### src/rtl/uart_pkg.sv
// Shared types and helpers for the parametrised UART receive path.
package uart_pkg;

    typedef enum logic [1:0] {
        PAR_NONE = 2'd0,
        PAR_EVEN = 2'd1,
        PAR_ODD  = 2'd2
    } parity_e;

    typedef enum logic [2:0] {
        ST_IDLE,
        ST_START,
        ST_DATA,
        ST_PARITY,
        ST_STOP,
        ST_BREAK_WAIT
    } rx_state_e;

    // Total bits per frame: start + data + optional parity + stop bits.
    function automatic int unsigned frame_bits(input int unsigned data_bits,
                                               input int unsigned parity,
                                               input int unsigned stop_bits);
        return 1 + data_bits + ((parity != 0) ? 1 : 0) + stop_bits;
    endfunction

endpackage

### src/rtl/uart_rx_fifo.sv
// Synchronous receive FIFO; a push into a full FIFO is accepted when a pop happens in the same cycle.
module uart_rx_fifo #(
    parameter int WIDTH = 10,
    parameter int DEPTH = 4
) (
    input  logic                     rxclk,
    input  logic                     reset,
    input  logic                     push,
    input  logic [WIDTH-1:0]         din,
    input  logic                     pop,
    output logic [WIDTH-1:0]         dout,
    output logic                     full,
    output logic                     empty,
    output logic [$clog2(DEPTH):0]   level
);

    localparam int AW = $clog2(DEPTH);
    localparam logic [AW:0] FULL_LVL = DEPTH[AW:0];

    logic [WIDTH-1:0] mem [DEPTH];
    logic [AW-1:0]    wr_ptr;
    logic [AW-1:0]    rd_ptr;
    logic             do_push;
    logic             do_pop;

    assign full    = (level == FULL_LVL);
    assign empty   = (level == '0);
    assign do_pop  = pop && !empty;
    assign do_push = push && (!full || do_pop);
    assign dout    = empty ? '0 : mem[rd_ptr];

    always_ff @(posedge rxclk or posedge reset) begin
        if (reset) begin
            wr_ptr <= '0;
            rd_ptr <= '0;
            level  <= '0;
        end else begin
            if (do_push) wr_ptr <= wr_ptr + 1'b1;
            if (do_pop)  rd_ptr <= rd_ptr + 1'b1;
            case ({do_push, do_pop})
                2'b10:   level <= level + 1'b1;
                2'b01:   level <= level - 1'b1;
                default: level <= level;
            endcase
        end
    end

    always_ff @(posedge rxclk) begin
        if (do_push) mem[wr_ptr] <= din;
    end

endmodule

### src/rtl/uart_rx_param.sv
// Parametrised UART receiver: majority-voted sampling, parity/frame tagging, break detect, receive FIFO.
module uart_rx_param
    import uart_pkg::*;
#(
    parameter int DATA_BITS  = 8,
    parameter int OVERSAMPLE = 16,
    parameter int PARITY     = 0,
    parameter int STOP_BITS  = 1,
    parameter int FIFO_DEPTH = 4
) (
    input  logic                          rxclk,
    input  logic                          reset,
    input  logic                          rx_enable,
    input  logic                          rx_in,
    input  logic                          rx_ready,
    input  logic                          err_clr,
    output logic [DATA_BITS-1:0]          rx_data,
    output logic                          rx_valid,
    output logic                          rx_frame_err,
    output logic                          rx_parity_err,
    output logic                          rx_overrun,
    output logic                          rx_break,
    output logic                          rx_busy,
    output logic [$clog2(FIFO_DEPTH):0]   fifo_level
);

    localparam int unsigned M     = OVERSAMPLE / 2;
    localparam int          CW    = $clog2(OVERSAMPLE);
    localparam int unsigned NBITS = frame_bits(DATA_BITS, PARITY, STOP_BITS);
    localparam int          BW    = $clog2(NBITS + 1);
    localparam int          FW    = DATA_BITS + 2;

    localparam logic [CW-1:0] C_S1   = CW'(M - 1);
    localparam logic [CW-1:0] C_S2   = CW'(M);
    localparam logic [CW-1:0] C_DEC  = CW'(M + 1);
    localparam logic [CW-1:0] C_LAST = CW'(OVERSAMPLE - 1);
    localparam logic [BW-1:0] B_DLAST = BW'(DATA_BITS);
    localparam logic [BW-1:0] B_LAST  = BW'(NBITS - 1);
    localparam parity_e       PAR     = parity_e'(PARITY[1:0]);

    rx_state_e state, state_n;

    logic [1:0]           sync;
    logic                 s;
    logic [CW-1:0]        cnt;
    logic [BW-1:0]        bitn;
    logic [DATA_BITS-1:0] shreg;
    logic                 v1, v2, maj;
    logic                 par, perr, ferr, allz;
    logic                 ferr_n, allz_n;
    logic                 decide, wrap;
    logic                 push, brk;
    logic                 fifo_full, fifo_empty, pop;
    logic [FW-1:0]        fifo_dout;

    always_ff @(posedge rxclk or posedge reset) begin
        if (reset) sync <= 2'b11;
        else       sync <= {sync[0], rx_in};
    end
    assign s = sync[1];

    assign decide = (cnt == C_DEC);
    assign wrap   = (cnt == C_LAST);
    assign maj    = (v1 & v2) | (v1 & s) | (v2 & s);
    assign ferr_n = ferr | ~maj;
    assign allz_n = allz & ~maj;

    always_ff @(posedge rxclk or posedge reset) begin
        if (reset) begin
            state    <= ST_IDLE;
            rx_break <= 1'b0;
        end else begin
            state    <= state_n;
            rx_break <= brk;
        end
    end

    // bitn is the frame-wide bit index (0 = start), so state exits key off absolute positions.
    always_comb begin
        state_n = state;
        push    = 1'b0;
        brk     = 1'b0;
        if (!rx_enable) begin
            state_n = ST_IDLE;
        end else begin
            case (state)
                ST_IDLE:   if (!s) state_n = ST_START;
                ST_START: begin
                    if (decide && maj) state_n = ST_IDLE;
                    else if (wrap)     state_n = ST_DATA;
                end
                ST_DATA: begin
                    if (wrap && bitn == B_DLAST)
                        state_n = (PAR != PAR_NONE) ? ST_PARITY : ST_STOP;
                end
                ST_PARITY: if (wrap) state_n = ST_STOP;
                ST_STOP: begin
                    if (decide && bitn == B_LAST) begin
                        if (allz_n) begin
                            brk     = 1'b1;
                            state_n = ST_BREAK_WAIT;
                        end else begin
                            push    = 1'b1;
                            state_n = ST_IDLE;
                        end
                    end
                end
                ST_BREAK_WAIT: if (s) state_n = ST_IDLE;
                default:       state_n = ST_IDLE;
            endcase
        end
    end

    always_ff @(posedge rxclk or posedge reset) begin
        if (reset) begin
            cnt   <= '0;
            bitn  <= '0;
            shreg <= '0;
            v1    <= 1'b1;
            v2    <= 1'b1;
            par   <= 1'b0;
            perr  <= 1'b0;
            ferr  <= 1'b0;
            allz  <= 1'b1;
        end else if (state == ST_IDLE || !rx_enable) begin
            cnt  <= '0;
            bitn <= '0;
            par  <= 1'b0;
            perr <= 1'b0;
            ferr <= 1'b0;
            allz <= 1'b1;
        end else begin
            cnt <= wrap ? '0 : cnt + 1'b1;
            if (wrap)        bitn <= bitn + 1'b1;
            if (cnt == C_S1) v1 <= s;
            if (cnt == C_S2) v2 <= s;
            if (decide) begin
                case (state)
                    ST_DATA: begin
                        shreg <= {maj, shreg[DATA_BITS-1:1]};
                        par   <= par ^ maj;
                        allz  <= allz_n;
                    end
                    ST_PARITY: begin
                        perr <= ((par ^ maj) != (PAR == PAR_ODD));
                        allz <= allz_n;
                    end
                    ST_STOP: begin
                        ferr <= ferr_n;
                        allz <= allz_n;
                    end
                    default: ;
                endcase
            end
        end
    end

    assign pop = !fifo_empty && rx_ready;

    uart_rx_fifo #(
        .WIDTH (FW),
        .DEPTH (FIFO_DEPTH)
    ) u_fifo (
        .rxclk (rxclk),
        .reset (reset),
        .push  (push),
        .din   ({ferr_n, perr, shreg}),
        .pop   (pop),
        .dout  (fifo_dout),
        .full  (fifo_full),
        .empty (fifo_empty),
        .level (fifo_level)
    );

    // A simultaneous set outranks err_clr.
    always_ff @(posedge rxclk or posedge reset) begin
        if (reset)                          rx_overrun <= 1'b0;
        else if (push && fifo_full && !pop) rx_overrun <= 1'b1;
        else if (err_clr)                   rx_overrun <= 1'b0;
    end

    assign rx_data       = fifo_dout[DATA_BITS-1:0];
    assign rx_parity_err = fifo_dout[DATA_BITS];
    assign rx_frame_err  = fifo_dout[DATA_BITS+1];
    assign rx_valid      = !fifo_empty;
    assign rx_busy       = (state != ST_IDLE);

endmodule

### config.mk
export PLATFORM = sky130hd
export DESIGN_NAME = uart_rx_param
export DESIGN_NICKNAME = d
export VERILOG_FILES = /design/src/rtl/uart_pkg.sv /design/src/rtl/uart_rx_fifo.sv /design/src/rtl/uart_rx_param.sv
export SDC_FILE = /design/constraint.sdc
export NUM_CORES = 1
export LEC_CHECK = 0
export BUFFER_PORTS_ARGS = -buffer_cell sky130_fd_sc_hd__clkbuf_2
export CORE_UTILIZATION = 60
export CTS_CLUSTER_DIAMETER = 80
export DETAILED_ROUTE_END_ITERATION = 8
export MAX_ROUTING_LAYER = met4
export PLACE_DENSITY = 0.84
export SYNTH_ARGS = -nofsm -noshare
export SYNTH_HDL_FRONTEND = slang
export SYNTH_SLANG_ARGS = --single-unit
### constraint.sdc
create_clock -name rxclk -period 2.9 [get_ports rxclk]
set_clock_uncertainty 0.1 [all_clocks]
set_input_delay 0.145 -clock rxclk [delete_from_list [all_inputs] [get_ports rxclk]]
set_output_delay 0.145 -clock rxclk [all_outputs]
set_load 0.005 [all_outputs]
== Word level (Yosys, flattened, before mapping) ==
Memories as Yosys holds them, arrays and structs flattened.
Cells that the tools add are included.
Storage, ports and cells
  latch bits: 0
  input port bits: 6
  bits in read-only memories: 0
  output and inout port bits: 17
  RAM bits: 40
  flip-flop bits (word level): 36
  memories: 1
Memory list
  u_fifo.mem: depth 4, width 10, rd ports 1, clocked after memory_dff 0, write ports 1, line uart_rx_fifo.sv:20  | logic [WIDTH-1:0] mem [DEPTH];
Operators by class
  multipliers: 0
  equal/unequal tests: 20
  $add $sub $neg: 6
  reductions and logical operators: 34
  shift operators: 0
  bitwise gates (word level): 10
  mux-type cells: 40
  div/mod/pow operators: 0
  $lt $le $gt $ge: 0
Operators by type and width (number)
  2-to-1 mux 3 bit: 9
  2-to-1 mux 1 bit: 24
  equality test 4 bit, second input constant: 5
  one-hot mux 3 bit (6 select lines): 1
  2-to-1 mux 4 bit: 4
  nonzero test 2 bit: 8
  != test 3 bit, second input constant: 5
  AND reduction 2 bit: 6
  2-to-1 mux 10 bit: 1
  equality test 3 bit, second input constant: 3
  adder 4 x 1 -> 4 bit, second input constant: 2
  logical AND 1 bit: 8
  equality test 3 x 2 -> 1 bit, second input constant: 2
  logical NOT 3 bit: 2
  one-hot mux 3 bit (2 select lines): 1
  AND reduction 6 bit: 1
  adder 2 x 1 -> 2 bit, second input constant: 2
  bitwise AND 1 bit: 4
  equality test 4 x 3 -> 1 bit, second input constant: 1
  logical NOT 1 bit: 4
  != test 4 bit, second input constant: 1
  adder 3 x 1 -> 3 bit, second input constant: 1
  equality test 3 x 1 -> 1 bit, second input constant: 1
  OR 1 bit: 3
  9 further kinds: 11

== Depth between registers and ports, before layout ==
  word-level depth: 12
  gate-level depth with buffers: 12
  depth with buffers taken out: 11

== Modules after synthesis ==
From an unflattened synthesis, not the netlist that was laid out.
Unflattened totals
  cell total of the unflattened synthesis: 258
  area, all modules: 3530.9 um2
Modules (own cells, without submodules)
  uart_rx_fifo: cells an instance 120, area each 2038.2 um2, instances 1
  uart_rx_param: cells an instance 138, area each 1492.7 um2, instances 1

== Worst setup path after synthesis ==
OpenSTA, ideal clock, no wires.
  path kind: reg2reg
  start: register cnt[0]
  end: register u_fifo.level[1]
  clock period less this slack: 2.342 ns
  arrival: 2.160 ns
  buffers on the path: 1
  cell stages (with the launch flop): 11
  slack: 0.558 ns
  path through: dfrtp_1 -> ha_1 -> and3b_1 -> buf_2 -> o2111a_2 -> nor2_1 -> inv_1 -> fa_1 -> a31oi_4 -> o221ai_2 -> a22oi_2
Between the ends
  longest elaborated chain between the ends: 8
  elaborated cells between the ends (all ways): 10
  those cells by class: eq/ne: 3; mux: 4; reduce/logical: 3
RTL lines
  from (decl): line uart_rx_param.sv:45  | logic [CW-1:0] cnt;
  from (signal assigned): line uart_rx_param.sv:133  | cnt <= wrap ? '0 : cnt + 1'b1;
  equality test 4 bit *: line uart_rx_param.sv:62  | assign decide = (cnt == C_DEC);
  logical AND 1 bit *: line uart_rx_param.sv:98  | if (decide && bitn == B_LAST) begin
  2-to-1 mux 1 bit *: line uart_rx_param.sv:98
  2-to-1 mux 1 bit *: line uart_rx_param.sv:86  | case (state)
  2-to-1 mux 1 bit *: line uart_rx_param.sv:83  | if (!rx_enable) begin
  logical AND 1 bit *: line uart_rx_fifo.sv:29  | assign do_push = push && (!full || do_pop);
  equality test 2 x 1 -> 1 bit / equality test 2 bit (equally long branches): line uart_rx_fifo.sv:40  | case ({do_push, do_pop})
  one-hot mux 3 bit (2 select lines) / nonzero test 2 bit (equally long branches)
  to (signal assigned): line uart_rx_fifo.sv:41  | 2'b10: level <= level + 1'b1;
  to (signal assigned): line uart_rx_fifo.sv:42  | 2'b01: level <= level - 1'b1;
  to (signal assigned): line uart_rx_fifo.sv:43  | default: level <= level;
  to (decl): line uart_rx_fifo.sv:14  | output logic [$clog2(DEPTH):0] level
Mark *: on every way between the ends. The rest lies on a longest branch, timed or not.
A chain may end at the register's enable or synchronous reset.

== Worst setup path after layout ==
  start: register u_fifo.level[0]
  end: register u_fifo.level[1]
Between the ends
  longest elaborated chain between the ends: 8
  elaborated cells between the ends (all ways): 14
  those cells by class: add/sub: 2; eq/ne: 3; mux: 1; reduce/logical: 8
RTL lines
  logical NOT 3 bit: line uart_rx_fifo.sv:27  | assign empty = (level == '0);
  logical NOT 1 bit: line uart_rx_fifo.sv:28, uart_rx_param.sv:158
  logical AND 1 bit: line uart_rx_param.sv:158  | assign pop = !fifo_empty && rx_ready;
  logical AND 1 bit: line uart_rx_fifo.sv:28  | assign do_pop = pop && !empty;
  logical OR 1 bit: line uart_rx_fifo.sv:29
  logical AND 1 bit: line uart_rx_fifo.sv:29
  equality test 2 x 1 -> 1 bit / equality test 2 bit (equally long branches): line uart_rx_fifo.sv:40
  one-hot mux 3 bit (2 select lines) / nonzero test 2 bit (equally long branches)
Parallel ways exist; a longest one is shown, timed or not.

==> reports/qor.csv <==
stage,metric,value,unit
run_status,status,finished clean,
global_route,gr usage total,22.0,%
finish,Nets,286,
clock_tree,CTS tree,built,
floorplanning,die outline area,0.00606,mm^2
setup_path,crit end category,flop,
clock_tree,post-CTS sizing,0,
logic_synthesis,area fraction of the dominant cell type after synthesis,34.8,%
clock_tree,clk slew on worst S/H paths,0.08,ns
setup_path,"Max FO, Critical Path",13,
setup_path,WS Path Type,reg -> reg,
logic_synthesis,most common library cells after synthesis,"edfxtp_1, dfrtp_1, and2_1, inv_1, nor2_1",
routing,drt wl/cell,16.7,um
pwr,Leakage Power,1.63,nW
logic_synthesis,"FF+latch count, synth",76,
setup_path,Top Family by Delay on Critical Path,simple AND/OR/NAND/NOR gates,
routing,Vias/cell,5.64,
placement,DP HPWL,3930,um
finish,FILL cells,382,
logic_synthesis,XOR/XNOR Fraction of Synth Area,3.30,%
logic_synthesis,post-synthesis sequential area ratio,61.1,%
logic_synthesis,post-synthesis mux area share,9.78,%
timing,Hold Worst Slack,0.0242,ns
placement,GPL Wtd Cong,0.833,
logic_synthesis,Avg Inst Size Synth,14.3,um^2
logic_synthesis,post-synthesis cell type count,52,
floorplanning,die width,77.9,um
timing,final hold vios,0,
clock_tree,Worst-Skew Late Latency,0.34,ns
pwr,PD cells,654,mW/mm^2
logic_synthesis,"area leader, netlist",edfxtp_1,
placement,Post-DP Area,0.00362,mm^2
global_route,vias in the first global route,1991,
setup_path,worst-path cell chain,or3_1 > nand2_1 > nor2_1 > inv_1 > fa_1 > a31oi_4 > o221ai_2 > a22oi_2,
setup_path,Setup crit start kind,flop,
floorplanning,IO Pins,23,
routing,Via Count,1952,
timing,fin. max-slew vios,0,
timing,Final Cycle Share,89.8,%
logic_synthesis,top post-synthesis cells by area,"edfxtp_1, dfrtp_1, mux4_2",
floorplanning,Die Ht,77.9,um
timing,Worst-Margin Slew,0.709,ns
routing,router iterations before antenna repair,4,
routing,ANT nets after route,0,
logic_synthesis,Simple-Gate Fraction of Synth Area,11.9,%
clock_tree,clock sink count,76,
hold_path,Hold Crit Class,in -> reg,
placement,IO buf count,22,
timing,setup TNS,0,ns
finish,synthesis-to-finish area growth,12.0,%
logic_synthesis,area share of fa/ha/maj cells after synthesis,4.53,%
logic_synthesis,Compound-Gate Fraction of Synth Area,6.45,%
logic_synthesis,"count leader, synth",edfxtp_1,
logic_synthesis,Post-synth EDFFs,40,
run,Max Cap Viol,0,
timing,fin crit period,2.61,ns
setup_path,Slowest cell on crit path,or3_1,
timing,Final setup viols,0,
floorplanning,initial core utilization,62.3,%
finish,diode count,0,
logic_synthesis,Post-synth ARST share,47.4,%
placement,Placed Cells,327,
routing,WL final,5780,um
clock_tree,H-tree Lvls,3,
timing,achievable clock frequency,0.384,GHz
setup_path,critical path required time,3.07,ns
global_route,largest net degree at the start of global routing,37,
global_route,remaining global-route overflow,0,
clock_tree,Root Driver,clkbuf_8,
routing,Remaining DRCs,0,
logic_synthesis,largest family of logic cells by synthesized area,simple AND/OR/NAND/NOR gates,
floorplanning,Core Rows,27,
global_route,initial antenna violation count,0,
logic_synthesis,ys flop type,edfxtp_1,
logic_synthesis,Mapped Area,0.00345,mm^2
setup_path,max incr delay on CP,0.60,ns
logic_synthesis,Mapped Cells,241,
setup_path,"Arr. time, crit path",2.77,ns
pwr,VDD IR-drop max,0.361,mV
finish,fraction of layout cells with a size suffix above 1,27.4,%
setup_path,"Buf+Inv Stages, Crit Path",1,
routing,DRT iter0 DRCs,101,
finish,Post-Layout Cell Count,346,
clock_tree,Bufs on Longest Clock Path,2,
clock_tree,total CTS buffers,9,
floorplanning,core area,0.00554,mm^2
logic_synthesis,Yosys Warn Count,0,
finish,Final Instance Area,0.00387,mm^2
timing,Slew headroom,52.7,%
global_route,first-pass GRT wire length,9540,um
logic_synthesis,Syn Nets,258,
timing,unrepaired setup endpoints after global routing,false,
==> worst paths after layout <==
kind	slack, ns	cells past startpoint	from	to
setup / recovery	0.29	8	u_fifo.level[0]$_DFFE_PP0P_	u_fifo.level[1]$_DFFE_PP0P_
hold / removal	0.02	2	rx_enable	allz$_DFFE_PP1P_
setup reg to reg	0.29	8	u_fifo.level[0]$_DFFE_PP0P_	u_fifo.level[1]$_DFFE_PP0P_
hold reg to reg	0.26	0	sync[0]$_DFF_PP1_	sync[1]$_DFF_PP1_
max in group asynchronous	2.04	4	reset	v1$_DFFE_PP1P_
min in group asynchronous	0.33	4	reset	cnt[2]$_DFF_PP0_
==> stage by stage <==
stage               power [mW]  setup WS (ns)  util, %
global route              2.64          0.131     69.8
global placement          1.67          0.451     65.4
CTS                       2.55          0.296     69.8
detailed placement        1.69          0.326     65.4
finish                    2.53          0.295     69.8
floorplan                 1.59          0.558        -
==> final cells by class <==
cell class,count,area [um^2],area share (%)
flip-flops and latches,76,2110,54.5
multi-input cells,140,1240,32.1
repair buffers,27,155,4.01
clock buffers,10,128,3.30
well taps,72,90.1,2.33
clock inverters,6,88.8,2.30
inverters,15,56.3,1.46
==> placed cells by master, fill, tap and decap left out, drive strengths merged, types with 2 or more instances in the layout <==
master       instances
nand4                2
mux4                10
or3                  2
inv                 15
o221ai               2
nand3b               3
clkinv               2
dlygate4sd3          3
a31oi                2
clkinvlp             2
nor3                 4
dfstp                5
xor2                 3
edfxtp              40
mux2                10
ha                  10
and3                 3
buf                  2
o21ai                6
nand3                5
xnor2               10
bufinv               2
dfrtp               31
and2                16
clkbuf              32
a21oi                7
nand2               10
nor2                15
and3b                2
==> metal layers <==
layer | vias up | global-route usage (%) | wire length [um]
met2 | 31 | 38.5 | 3110
met3 | 2 | 3.88 | 138
met4 | 0 | 9.62 | 20
li1 | 926 | - | -
met5 | - | - | 0
met1 | 993 | 24.7 | 2510
==> power by group <==
group,internal [mW],switching (mW)
logic,0.202,0.167
registers,1.17,0.129
clock network,0.484,0.378
total,1.86,0.674
==> registers in the layout, summed over array words and instances, names as in the netlist, 2 cells and up <==
| register | flops |
|---|---|
| u_fifo.level | 3 |
| bitn | 4 |
| state | 3 |
| cnt | 4 |
| u_fifo.wr_ptr | 2 |
| u_fifo.mem | 40 |
| u_fifo.rd_ptr | 2 |
| shreg | 8 |
| sync | 2 |
==> worst reg2reg max path: stages (launching register included) <==
cell	delay, ns
dfrtp_1	0.50
or3_1	0.60
nand2_1	0.26
nor2_1	0.10
inv_1	0.08
fa_1	0.47
a31oi_4	0.18
o221ai_2	0.12
a22oi_2	0.13
==> cells by family after synthesis <==
kind of cell / Yosys count
adder cells (fa/ha/maj): 12
XOR/XNOR: 13
AND/OR/NAND/NOR: 69
buffers and inverters: 25
flip-flops: 76
AO/OA/AOI/OAI: 26
multiplexers: 20
==> timing repair <==
item,CTS,global route
buffers inserted,0,0
hold buffers,3,0
endpoints found under the hold margin,33,0
Note: power is estimated with default switching activity, not from simulation.
